`src/rtl/vehicle_pkg.sv`:
```
// Shared vehicle types and defaults for the ESS brake detector.
// Optional event counter enabled by ESS_EVENT_CNT_EN.
package vehicle_pkg;

  localparam int SPEED_W_DEF   = 8;
  localparam int MIN_SPEED_DEF = 55;
  localparam int DECEL_TH_DEF  = 25;

  typedef enum logic [1:0] {
    IDLE,
    MONITOR,
    FIRED
  } ess_state_e;

endpackage

```
`src/rtl/ess_brake_detector_if.sv`:
```
// Sample/pedal inputs and ESS outputs of the brake detector.
// Counter field is only live when ESS_EVENT_CNT_EN is defined.
interface ess_brake_if #(
  parameter int SPEED_W = vehicle_pkg::SPEED_W_DEF
);

  logic               tick_1sec;
  logic [SPEED_W-1:0] speed;
  logic               brake_pressed;
  logic               is_accel_pressed;
  logic               ess_trigger;
  logic [SPEED_W-1:0] decel;
  logic [7:0]         ess_event_cnt;

  modport master (
    output tick_1sec,
    output speed,
    output brake_pressed,
    output is_accel_pressed,
    input  ess_trigger,
    input  decel,
    input  ess_event_cnt
  );

  modport slave (
    input  tick_1sec,
    input  speed,
    input  brake_pressed,
    input  is_accel_pressed,
    output ess_trigger,
    output decel,
    output ess_event_cnt
  );

endinterface

```
`src/rtl/ess_speed_sampler.sv`:
```
// Per-second speed sampler: previous speed, valid flag, saturated drop.
// Part of ess_brake_detector (ESS_EVENT_CNT_EN does not affect it).
module ess_speed_sampler #(
  parameter int SPEED_W = 8
) (
  input  logic               clk,
  input  logic               rst_n,
  input  logic               tick,
  input  logic [SPEED_W-1:0] speed,
  output logic [SPEED_W-1:0] prev_speed,
  output logic               valid,
  output logic [SPEED_W-1:0] drop,
  output logic [SPEED_W-1:0] decel
);

  // drop never wraps: a rising speed reads as zero
  assign drop = (speed < prev_speed) ? (prev_speed - speed) : '0;

  // capture each sample; decel only once a prior sample exists
  always_ff @(posedge clk or negedge rst_n) begin
    if (!rst_n) begin
      prev_speed <= '0;
      valid      <= 1'b0;
      decel      <= '0;
    end else if (tick) begin
      prev_speed <= speed;
      valid      <= 1'b1;
      if (valid) decel <= drop;
    end
  end

endmodule

```
`src/rtl/ess_brake_detector.sv`:
```
// Emergency stop signal detector: hard-braking FSM and trigger pulse.
// Define ESS_EVENT_CNT_EN to build the saturating event counter.
module ess_brake_detector
  import vehicle_pkg::*;
#(
  parameter int SPEED_W   = SPEED_W_DEF,
  parameter int MIN_SPEED = MIN_SPEED_DEF,
  parameter int DECEL_TH  = DECEL_TH_DEF
) (
  input logic        clk,
  input logic        rst_n,
  ess_brake_if.slave bus
);

  localparam logic [SPEED_W-1:0] MIN_S = SPEED_W'(MIN_SPEED);
  localparam logic [SPEED_W-1:0] TH    = SPEED_W'(DECEL_TH);

  ess_state_e         state;
  ess_state_e         state_n;
  logic               fire;
  logic               trig_q;
  logic               brake_eff;
  logic [SPEED_W-1:0] prev_speed;
  logic               valid;
  logic [SPEED_W-1:0] drop;
  logic [SPEED_W-1:0] decel;

  ess_speed_sampler #(
    .SPEED_W(SPEED_W)
  ) u_sampler (
    .clk       (clk),
    .rst_n     (rst_n),
    .tick      (bus.tick_1sec),
    .speed     (bus.speed),
    .prev_speed(prev_speed),
    .valid     (valid),
    .drop      (drop),
    .decel     (decel)
  );

  // accelerator always overrides the brake pedal
  assign brake_eff = bus.brake_pressed & ~bus.is_accel_pressed;

  // state register
  always_ff @(posedge clk or negedge rst_n) begin
    if (!rst_n) state <= IDLE;
    else        state <= state_n;
  end

  // next state and fire request; exits win over re-qualification
  always_comb begin
    state_n = state;
    fire    = 1'b0;
    unique case (state)
      IDLE: begin
        if (brake_eff && valid) state_n = MONITOR;
      end
      MONITOR: begin
        if (!brake_eff) begin
          state_n = IDLE;
        end else if (bus.tick_1sec && valid &&
                     prev_speed >= MIN_S && drop >= TH) begin
          state_n = FIRED;
          fire    = 1'b1;
        end
      end
      FIRED: begin
        if (bus.is_accel_pressed || !bus.brake_pressed ||
            (bus.tick_1sec && bus.speed == '0)) begin
          state_n = IDLE;
        end else if (bus.tick_1sec && valid && drop >= TH) begin
          fire = 1'b1;
        end
      end
      default: state_n = IDLE;
    endcase
  end

  // one-clk trigger pulse, one cycle after the qualifying tick
  always_ff @(posedge clk or negedge rst_n) begin
    if (!rst_n) trig_q <= 1'b0;
    else        trig_q <= fire;
  end

  assign bus.ess_trigger = trig_q;
  assign bus.decel       = decel;

`ifdef ESS_EVENT_CNT_EN
  logic [7:0] cnt_q;

  // count trigger pulses, holding at 255
  always_ff @(posedge clk or negedge rst_n) begin
    if (!rst_n)                        cnt_q <= 8'd0;
    else if (trig_q && cnt_q != 8'hFF) cnt_q <= cnt_q + 8'd1;
  end

  assign bus.ess_event_cnt = cnt_q;
`else
  assign bus.ess_event_cnt = 8'd0;
`endif

endmodule

```
`src/flat_wrapper.sv`:
```
// flat-port wrapper written by rule: the top's interface ports become plain ports
module ess_brake_detector_flat import vehicle_pkg::*;
#(
  parameter int SPEED_W   = SPEED_W_DEF,
  parameter int MIN_SPEED = MIN_SPEED_DEF,
  parameter int DECEL_TH  = DECEL_TH_DEF
)
  (clk, rst_n, bus_tick_1sec, bus_speed, bus_brake_pressed, bus_is_accel_pressed, bus_ess_trigger, bus_decel, bus_ess_event_cnt);
  ess_brake_if #(.SPEED_W(SPEED_W)) bus_i ();
  input logic clk;
  input logic rst_n;
  input wire logic [$bits(bus_i.tick_1sec)-1:0] bus_tick_1sec;
  input wire logic [$bits(bus_i.speed)-1:0] bus_speed;
  input wire logic [$bits(bus_i.brake_pressed)-1:0] bus_brake_pressed;
  input wire logic [$bits(bus_i.is_accel_pressed)-1:0] bus_is_accel_pressed;
  output wire logic [$bits(bus_i.ess_trigger)-1:0] bus_ess_trigger;
  output wire logic [$bits(bus_i.decel)-1:0] bus_decel;
  output wire logic [$bits(bus_i.ess_event_cnt)-1:0] bus_ess_event_cnt;
  assign bus_i.tick_1sec = bus_tick_1sec;
  assign bus_i.speed = bus_speed;
  assign bus_i.brake_pressed = bus_brake_pressed;
  assign bus_i.is_accel_pressed = bus_is_accel_pressed;
  assign bus_ess_trigger = bus_i.ess_trigger;
  assign bus_decel = bus_i.decel;
  assign bus_ess_event_cnt = bus_i.ess_event_cnt;
  ess_brake_detector #(.SPEED_W(SPEED_W), .MIN_SPEED(MIN_SPEED), .DECEL_TH(DECEL_TH)) u_core (.clk(clk), .rst_n(rst_n), .bus(bus_i));
endmodule
```
`config.mk`:
```
export PLATFORM = sky130hd
export DESIGN_NAME = ess_brake_detector_flat
export DESIGN_NICKNAME = d
export VERILOG_FILES = /design/src/rtl/vehicle_pkg.sv /design/src/rtl/ess_brake_detector_if.sv /design/src/rtl/ess_speed_sampler.sv /design/src/rtl/ess_brake_detector.sv /design/src/flat_wrapper.sv
export SDC_FILE = /design/constraint.sdc
export NUM_CORES = 1
export LEC_CHECK = 0
export ABC_CLOCK_PERIOD_IN_PS = 2130
export CAP_MARGIN = 20
export CORE_MARGIN = 10
export CORE_UTILIZATION = 51
export DETAILED_ROUTE_END_ITERATION = 16
export DONT_BUFFER_PORTS = 1
export PLACE_DENSITY_LB_ADDON = 0.05
export REMOVE_ABC_BUFFERS = 1
export SLEW_MARGIN = 20
export SYNTH_ARGS = -nofsm -noshare
export SYNTH_HDL_FRONTEND = slang
export SYNTH_SLANG_ARGS = --single-unit
```
`constraint.sdc`:
```
create_clock -name clk -period 2.13 [get_ports clk]
set_input_delay 0.426 -clock clk [delete_from_list [all_inputs] [get_ports clk]]
set_output_delay 0.426 -clock clk [all_outputs]
set_load 0.02 [all_outputs]
```
-- Word-level counts from Yosys, hierarchy flattened
Cells that the tools add are included.
- register bits after elaboration: 20
- input bits: 13
- output and inout port bits: 17
- logic and storage cells: 40
- $add $sub $neg: 1
- $lt $le $gt $ge: 3
- eq/ne operators: 5
- mux-type cells: 11
- bitwise gates (word level): 2
- reductions and logical operators: 13
- operator list (kind ; count):
    $ge A8 B5 Y1 const B ; 1
    $ge A8 B6 Y1 const B ; 1
    $logic_not A8 Y1 ; 1
    $lt A8 B8 Y1 ; 1
    $mux W2 ; 4
    $mux W8 ; 1
    $sub A8 B8 Y8 ; 1
    $logic_and A1 B1 Y1 ; 6
    $pmux W2 S3 ; 1
    $mux W1 ; 4
    $ne A2 B1 Y1 const B ; 2
    $ne A3 B3 Y1 const B ; 1
    $reduce_and A3 Y1 ; 1
    $eq A2 B1 Y1 const B ; 1
    $eq A2 B2 Y1 const B ; 1
    $logic_not A2 Y1 ; 1
    $logic_or A1 B1 Y1 ; 2
    $pmux W1 S2 ; 1
    $reduce_and A2 Y1 ; 1
    $and A1 B1 Y1 ; 1
    $logic_not A1 Y1 ; 1
    $not A1 Y1 ; 1

-- Depth between registers and ports, before layout
Gate-level depths: netlist of the first run.
- depth in word-level cells: 7
- mapped depth: 10
- depth with buffers taken out: 10

-- By module
Synthesis of the first run repeated with hierarchy kept, for this count alone.
- cell total of the unflattened synthesis: 157
- area, all modules: 1507.7 um2
- modules (own cells, without submodules) (module ; times used ; cells an instance ; area an instance (um2) ; seq. area each (um2)):
    ess_speed_sampler ; 1 ; 117 ; 1167.4 ; 425.4
    ess_brake_detector ; 1 ; 40 ; 340.3 ; 75.1

-- Least setup slack after synthesis of the first run
OpenSTA, ideal clock, no wires.
- kind: in2reg
- start point: in bus_speed[0]
- end point: reg u_core.state[0]
- library setup time: 0.123 ns
- arrival: 2.204 ns
- data required time: 2.007 ns
- slack: -0.197 ns
- stages: 9
- buffers on the path: 0
- path through: ha_1 fa_1 and2b_1 o221ai_2 mux2i_1 a2111oi_4 nand4_2 a31oi_1 o2bb2ai_1
- word-level cells in the longest chain between the ends: 6
- elaborated cells on any way between the ends: 11
- those cells by class: add/sub (1); order compare (2); eq/ne (2); mux (1); reduce/logical (5)
- ends and longest elaborated chain (element ; RTL line ; RTL):
    from (decl) ; flat_wrapper.sv:13 ; input wire logic [$bits(bus_i.speed)-1:0] bus_speed;
    $sub A8 B8 Y8 / $lt A8 B8 Y1 (equally long branches) ; ess_speed_sampler.sv:17 ; assign drop = (speed < prev_speed) ? (prev_speed - speed) : '0;
    $mux W8 ; ess_speed_sampler.sv:17 ;
    $ge A8 B5 Y1 ; ess_brake_detector.sv:62 ; prev_speed >= MIN_S && drop >= TH) begin
    $logic_and A1 B1 Y1 ; ess_brake_detector.sv:62 ;
    $ne A3 B3 Y1 (no source line) ; -- ;
    $reduce_and A3 Y1 (no source line) * ; -- ;
    to (signal assigned) ; ess_brake_detector.sv:47 ; else state <= state_n;
    to (decl) ; ess_brake_detector.sv:18 ; ess_state_e state;
Mark *: on every way between the ends. The rest lies on a longest branch, timed or not.
A chain may end at the register's enable or synchronous reset.

-- Worst setup path in the final report of the first run
- start point: reg u_core.u_sampler.prev_speed[0]
- end point: reg u_core.state[0]
- word-level cells in the longest chain between the ends: 6
- elaborated cells on any way between the ends: 9
- those cells by class: add/sub (1); order compare (3); eq/ne (1); mux (1); reduce/logical (3)
- ends and longest elaborated chain (element ; RTL line ; RTL):
    from (decl) ; ess_speed_sampler.sv:10 ; output logic [SPEED_W-1:0] prev_speed,
    from (signal assigned) ; ess_speed_sampler.sv:26 ; prev_speed <= speed;
    $sub A8 B8 Y8 / $lt A8 B8 Y1 (equally long branches) ; ess_speed_sampler.sv:17 ;
    $mux W8 ; ess_speed_sampler.sv:17 ;
    $ge A8 B5 Y1 ; ess_brake_detector.sv:62 ;
    $logic_and A1 B1 Y1 * ; ess_brake_detector.sv:62 ;
    $ne A3 B3 Y1 (no source line) * ; -- ;
    $reduce_and A3 Y1 (no source line) * ; -- ;
Marks and branches as above.

==> impl_metrics.csv, run 1 <==
group,metric,value,unit
yosys,syn_area,1410,um^2
detailed_routing,first_pass_iters,4,
yosys,synthXorXnorAreaFrac,2.48,%
global_routing,grt_max_degree,21,
timing,fin_tns_setup,-0.329,ns
yosys,synth_top_cell_area_share,35.5,%
hold_path,hold_end,"u_core.u_sampler.valid$_DFFE_PN0P_",
yosys,muxShareOfSynthArea,5.50,%
yosys,post-synth-top-count-cell,"dfrtp_1",
die,die-area,5270,um^2
timing,slew_viol_final,0,
global_routing,antenna_found_initial,0,
timing,worst_pin_slew,0.891,ns
setup_path,startpoint_type,"flop",
timing,fin_crit_sh,106,%
detailed_routing,vias,1078,
timing,hold_violations,0,
yosys,synth_edf_count,0,
setup_path,worstSetupPathType,"reg2reg",
yosys,yosysUniqueCellTypes,49,
die,start_util,52.0,%
timing,fmax,445,MHz
final_layout,diodes,0,
detailed_routing,ant_nets,0,
yosys,yosysTopAreaCell,"dfrtp_1",
global_routing,grt_overflow,0,
outcome,outcome,"finished with violations",
timing,setup_viol,4,
setup_path,reg2reg_to,"u_core.state[0]$_DFFE_PN0P_",
timing,clock_skew,0.0123,ns
die,pin_count,30,
clock_network,numCtsBuffers,3,
timing,layout_setup_ws,-0.118,ns
detailed_routing,wl_per_cell,16.1,um
place,hpwlAfterDp,2600,um
yosys,synth_top_family_by_area,"compound AO/OA/AOI/OAI gates",
clock_network,cts-root-buf,"clkbuf_4",
clock_network,h-tree-depth,1,
timing,rsz0062_at_grt,"true",
yosys,synth_seq_cells,20,
global_routing,grt_pass1_wl,5110,um
yosys,avgSynthCellArea,9.72,um^2
clock_network,cts_tree,"built",
final_layout,fin_nets,192,
power,power_density,816,nW/um^2
hold_path,min_from,"bus_tick_1sec",
yosys,synthArstFlopShare,100,%
yosys,ys_seq_area_share,35.5,%
die,coreArea,2710,um^2
detailed_routing,drc,0,
detailed_routing,drt-initial-drc-count,29,
yosys,synthAdderAreaFrac,11.2,%
final_layout,drive_above_1_share,31.3,%
clock_network,cts.clk_slew.worst_paths,0.12,ns
setup_path,rrSetupSlack,-0.12,ns
setup_path,critPathMaxFanout,3,
die,die_w,72.6,um
setup_path,cp.arrival,2.46,ns
yosys,synth-simple-area-share,16.1,%
clock_network,clock_latency,0.31,ns
yosys,synth_common_cells,"dfrtp_1, nand2_1, inv_1",
global_routing,first_global_vias,1096,
die,die_y,72.6,um
yosys,synth_ff_type,"dfrtp_1",
detailed_routing,vias_per_cell,5.47,
final_layout,n_fill_cell,217,
global_routing,grt_use_total,12.0,%
run,drv_cap,0,
place,routabilityCongestion,0.931,
clock_network,clockBufferDepth,2,
hold_path,whs_path_depth,1,
outcome,violations,"setup timing",
clock_network,clkSinkCount,20,
setup_path,cp-end-kind,"flop",
die,row_count,19,
yosys,ys_warn_count,0,
yosys,synth_cells,145,
final_layout,fin_area,1680,um^2
detailed_routing,routed_wirelength,3170,um
yosys,synth-compound-area-share,19.9,%
place,placed_area,1550,um^2
setup_path,reg2reg_depth,10,
place,portBuffers,0,
setup_path,r2r-start,"u_core.u_sampler.prev_speed[0]$_DFFE_PN0P_",
power,leakagePower,0.000784,uW
yosys,netlist_top_cells_area,"dfrtp_1, ha_1, mux2_2",
hold_path,holdCritPathClass,"in2reg",
power,peakVddDrop,623,uV
timing,hold_slack,0.215,ns
setup_path,cp.required,2.34,ns
timing,finalCriticalPeriod,2.25,ns
timing,relSlewSlack,40.4,%
final_layout,areaGrowthSynthToFinish,19.1,%
==> power breakdown <==
part           switching, uW  internal, uW
Sequential              79.0           437
Combinational            275           272
Clock                    116           190
Total                    469           900
==> worst max-delay path by stage <==
stage | from | to | slack [ns] | depth (start not counted)
2_1_floorplan | bus_speed[0] | u_core.state[0]$_DFFE_PN0P_ | -0.20 | 9
3_3_place_gp | bus_speed[0] | u_core.state[0]$_DFFE_PN0P_ | -0.28 | 9
3_5_place_dp | bus_speed[0] | u_core.state[0]$_DFFE_PN0P_ | -0.41 | 9
4_1_cts | u_core.u_sampler.prev_speed[0]$_DFFE_PN0P_ | u_core.state[0]$_DFFE_PN0P_ | -0.18 | 10
5_1_grt | u_core.u_sampler.prev_speed[0]$_DFFE_PN0P_ | u_core.state[0]$_DFFE_PN0P_ | -0.23 | 10
6_report | u_core.u_sampler.prev_speed[0]$_DFFE_PN0P_ | u_core.state[0]$_DFFE_PN0P_ | -0.12 | 10
==> sequential cells by signal, summed over array words and instances, names as in the netlist <==
name / flops
u_core.state: 2
u_core.u_sampler.decel: 8
u_core.bus.ess_trigger: 1
u_core.u_sampler.valid: 1
u_core.u_sampler.prev_speed: 8
==> layout by cell type (no fill, tap or decap), types with 2 or more instances in the layout <==
| cell type | count |
|---|---|
| inv_2 | 2 |
| buf_4 | 19 |
| a21oi_1 | 3 |
| clkbuf_4 | 3 |
| o31ai_1 | 6 |
| a22oi_1 | 2 |
| nand2_1 | 14 |
| xor2_1 | 3 |
| o2bb2ai_1 | 2 |
| nand4_1 | 3 |
| and2b_1 | 2 |
| nor3_1 | 2 |
| ha_1 | 10 |
| dfrtp_1 | 20 |
| nand3_1 | 3 |
| nor2_1 | 7 |
| inv_1 | 13 |
| o21ai_0 | 3 |
| mux2_2 | 6 |
| conb_1 | 8 |
==> cell type report <==
cell class                 instances  area, um^2  share of cell area [%]
clock buffer                       3        22.5                    1.34
clock inverter                     1        30.0                    1.79
inverter                          15        56.3                    3.35
multi-input combinational        106         858                    51.1
sequential                        20         500                    29.8
tap                               31        38.8                    2.31
timing repair buffer              21         173                    10.3
==> critical path: stages (launching register included) <==
cell	delay, ns
dfrtp_1	0.37
inv_2	0.05
ha_4	0.15
fa_2	0.34
and2b_1	0.23
o221ai_2	0.11
mux2i_2	0.19
a2111oi_4	0.26
nand4_2	0.18
a31oi_1	0.18
o2bb2ai_1	0.09
==> stage by stage <==
stage | worst slack [ns] | std cells | total power [uW] | utilization (%)
2_1_floorplan | -0.197 | 141 | 845 | -
5_1_grt | -0.234 | 197 | 1460 | 62.0
4_1_cts | -0.179 | 195 | 1350 | 60.4
3_3_place_gp | -0.281 | 190 | 1000 | 57.2
6_report | -0.118 | 197 | 1370 | 62.0
3_5_place_dp | -0.413 | 190 | 1020 | 57.2
==> layer usage <==
layer  vias up  GRT usage [%]  part of all wire [%]
li1        545              -                     -
met1       504           12.7                    41
met2        23           21.4                    50
met3         6           4.63                   6.6
met4         0           3.59                   1.5
met5         -              0                     0
==> what timing repair did <==
item / 4_1_cts / 5_1_grt
resized for setup: 5 / 6
setup buffers: 0 / 2
hold endpoints to repair: 20 / 0
setup endpoints to repair: 8 / 10
pin swaps: 8 / 4
hold buffers: 1 / 0
==> kinds of logic (layout without fill, tap and decap cells) <==
kind of cell    count (synthesis)  after routing
flops                          20             20
mux                             7              7
xor+xnor                        4              4
simple gates                   44             44
compound gates                 31             31
fa+ha+maj                      12             12
buf+inv                        26             40
other cells                     1              8
(Power assumes the default switching activity.)
==> run 2, diff against run 1 <==
Settings changed: ABC_CLOCK_PERIOD_IN_PS 2130 to 2050.
Clock period 2.13 ns to 2.05 ns, I/O delays scaled along.
==> run 2 against run 1 <==
Clock-buffer cell count unchanged. Combinational power is 21% higher. Global-route usage rose by 0.99 points. Flip-flop and latch count is the same. Setup slack got worse by 0.17 ns. The run still ends with setup timing left. Final cell count rose by 2.5%. Critical path depth is the same. Non-clock buffer count up 5.
==> impl_metrics.csv, run 2 (synthesized netlist as in run 1, its figures left out) <==
group,metric,value,unit
outcome,outcome,"finished with violations",
outcome,violations,"setup timing",
timing,rsz0062_at_grt,"true",
global_routing,grt_pass1_wl,5520,um
detailed_routing,ant_nets,0,
timing,fmax,427,MHz
setup_path,cp_cell_sequence,"inv_2 -> ha_4 -> fa_2 -> and2b_2 -> o221ai_2 -> mux2i_2 -> a2111oi_4 -> nand4_2 -> a31oi_1 -> o2bb2ai_1",
global_routing,grt_overflow,0,
global_routing,first_global_vias,1199,
setup_path,worstSetupPathType,"reg2reg",
clock_network,h-tree-depth,1,
power,power_density,838,nW/um^2
setup_path,cp.required,2.26,ns
global_routing,grt_use_total,13.0,%
setup_path,worst_path_dominant_cell_family,"compound AO/OA/AOI/OAI gates",
timing,clock_skew,0.00185,ns
detailed_routing,drt-initial-drc-count,40,
power,leakagePower,0.000832,uW
final_layout,fin_util,67.6,%
detailed_routing,wl_per_cell,17.5,um
power,p_comb_share,43.3,%
die,die_w,72.6,um
power,switchingPower,556,uW
setup_path,critPathMaxStageDelay,0.38,ns
timing,relSlewSlack,39.5,%
timing,finalCriticalPeriod,2.34,ns
die,start_util,52.0,%
timing,layout_setup_ws,-0.290,ns
power,seq_power_share,34.8,%
final_layout,fin_nets,197,
timing,hold_violations,0,
hold_path,holdCritPathClass,"in2reg",
detailed_routing,vias,1150,
clock_network,clkSinkCount,20,
timing,setup_viol,11,
detailed_routing,routed_wirelength,3550,um
clock_network,cts_tree,"built",
clock_network,cts-root-buf,"clkbuf_4",
setup_path,critPathMaxFanout,3,
setup_path,cp.arrival,2.55,ns
detailed_routing,first_pass_iters,4,
final_layout,final_cell_count_no_fill,202,
clock_network,numCtsBuffers,3,
final_layout,final_common_cell,"buf_4",
die,row_count,19,
die,die-area,5270,um^2
place,hpwlAfterDp,2610,um
detailed_routing,vias_per_cell,5.69,
die,pin_count,30,
place,routabilityCongestion,0.910,
setup_path,critPathBufInv,1,
timing,worst_pin_slew,0.905,ns
power,power,1530,uW
place,portBuffers,0,
global_routing,antenna_found_initial,0,
power,p_int,979,uW
clock_network,cts.clk_slew.worst_paths,0.12,ns
power,switching_share,36.2,%
final_layout,reg.largest.list,"u_core.u_sampler.decel (8), u_core.u_sampler.prev_speed (8), u_core.state (2)",
die,coreArea,2710,um^2
setup_path,startpoint_type,"flop",
timing,hold_slack,0.191,ns
timing,slew_viol_final,0,
final_layout,areaGrowthSynthToFinish,29.9,%
die,die_y,72.6,um
final_layout,drive_above_1_share,37.4,%
timing,fin_crit_sh,114,%
power,pwr-share-clk,21.9,%
final_layout,mostFrequentLayoutCells,"buf_4, dfrtp_1, nand2_1",
run,drv_cap,0,
power,peakVddDrop,608,uV
setup_path,slowest_stage,"dfrtp_1",
place,dp.cells,194,
clock_network,clockBufferDepth,2,
global_routing,grt_max_degree,21,
detailed_routing,drc,0,
final_layout,diodes,0,
clock_network,clock_latency,0.32,ns
setup_path,cp-end-kind,"flop",
## run 2: power groups by stage
stage	logic [uW]	registers, uW	clock network [uW]
6_report	664	534	336
5_1_grt	733	546	356
3_5_place_dp	525	543	0
4_1_cts	563	535	342
3_3_place_gp	512	544	0
2_1_floorplan	346	532	0
## run 2: final timing paths
check,from,slack [ns],end,cells past startpoint
setup / recovery,u_core.u_sampler.prev_speed[0]$_DFFE_PN0P_,-0.29,u_core.state[0]$_DFFE_PN0P_,10
max in group asynchronous,rst_n,0.85,u_core.u_sampler.prev_speed[4]$_DFFE_PN0P_,1
hold reg to reg,u_core.u_sampler.prev_speed[7]$_DFFE_PN0P_,0.57,u_core.u_sampler.prev_speed[7]$_DFFE_PN0P_,1
setup reg to reg,u_core.u_sampler.prev_speed[0]$_DFFE_PN0P_,-0.29,u_core.state[0]$_DFFE_PN0P_,10
hold / removal,bus_tick_1sec,0.19,u_core.u_sampler.valid$_DFFE_PN0P_,1
min in group asynchronous,rst_n,0.65,u_core.u_sampler.decel[0]$_DFFE_PN0P_,1
## run 2: worst register-to-register path: cells and delay by family (launching register included)
family,cells,cell delay [ns]
compound gates,4,0.67
fa+ha+maj,2,0.49
buf+inv,1,0.06
flops,1,0.38
mux,1,0.18
simple gates,2,0.45
## run 2: repair_timing
item | in CTS | in global routing
resized for setup | 8 | 20
setup endpoints to repair | 10 | 11
hold buffers | 1 | 0
endpoints found under the hold margin | 20 | 0
setup buffers | 2 | 2
gates cloned | 0 | 0
pin swaps | 11 | 8
## run 2: metrics by stage
step	instance area (um^2)	setup slack [ns]	TNS, ns
3_3_place_gp	1580	-0.335	-1.38
2_1_floorplan	1360	-0.261	-0.668
4_1_cts	1690	-0.258	-1.07
3_5_place_dp	1580	-0.452	-1.98
5_1_grt	1830	-0.385	-2.16
6_report	1830	-0.290	-1.22
## run 2: area by class of cell
cell class,count,area (um^2)
well taps,31,38.8
flip-flops and latches,20,500
fillers,203,878
inverters,15,56.3
clock inverters,1,30.0
repair buffers,26,218
clock buffers,3,22.5
multi-input cells,106,966
## run 2: metal layers
layer / GRT usage [%] / up-vias / wire length, um
met5: 0 / - / 0
met2: 22.5 / 29 / 1820
met1: 14.3 / 556 / 1420
met4: 6.12 / 0 / 106
met3: 3.54 / 8 / 202
li1: - / 557 / -
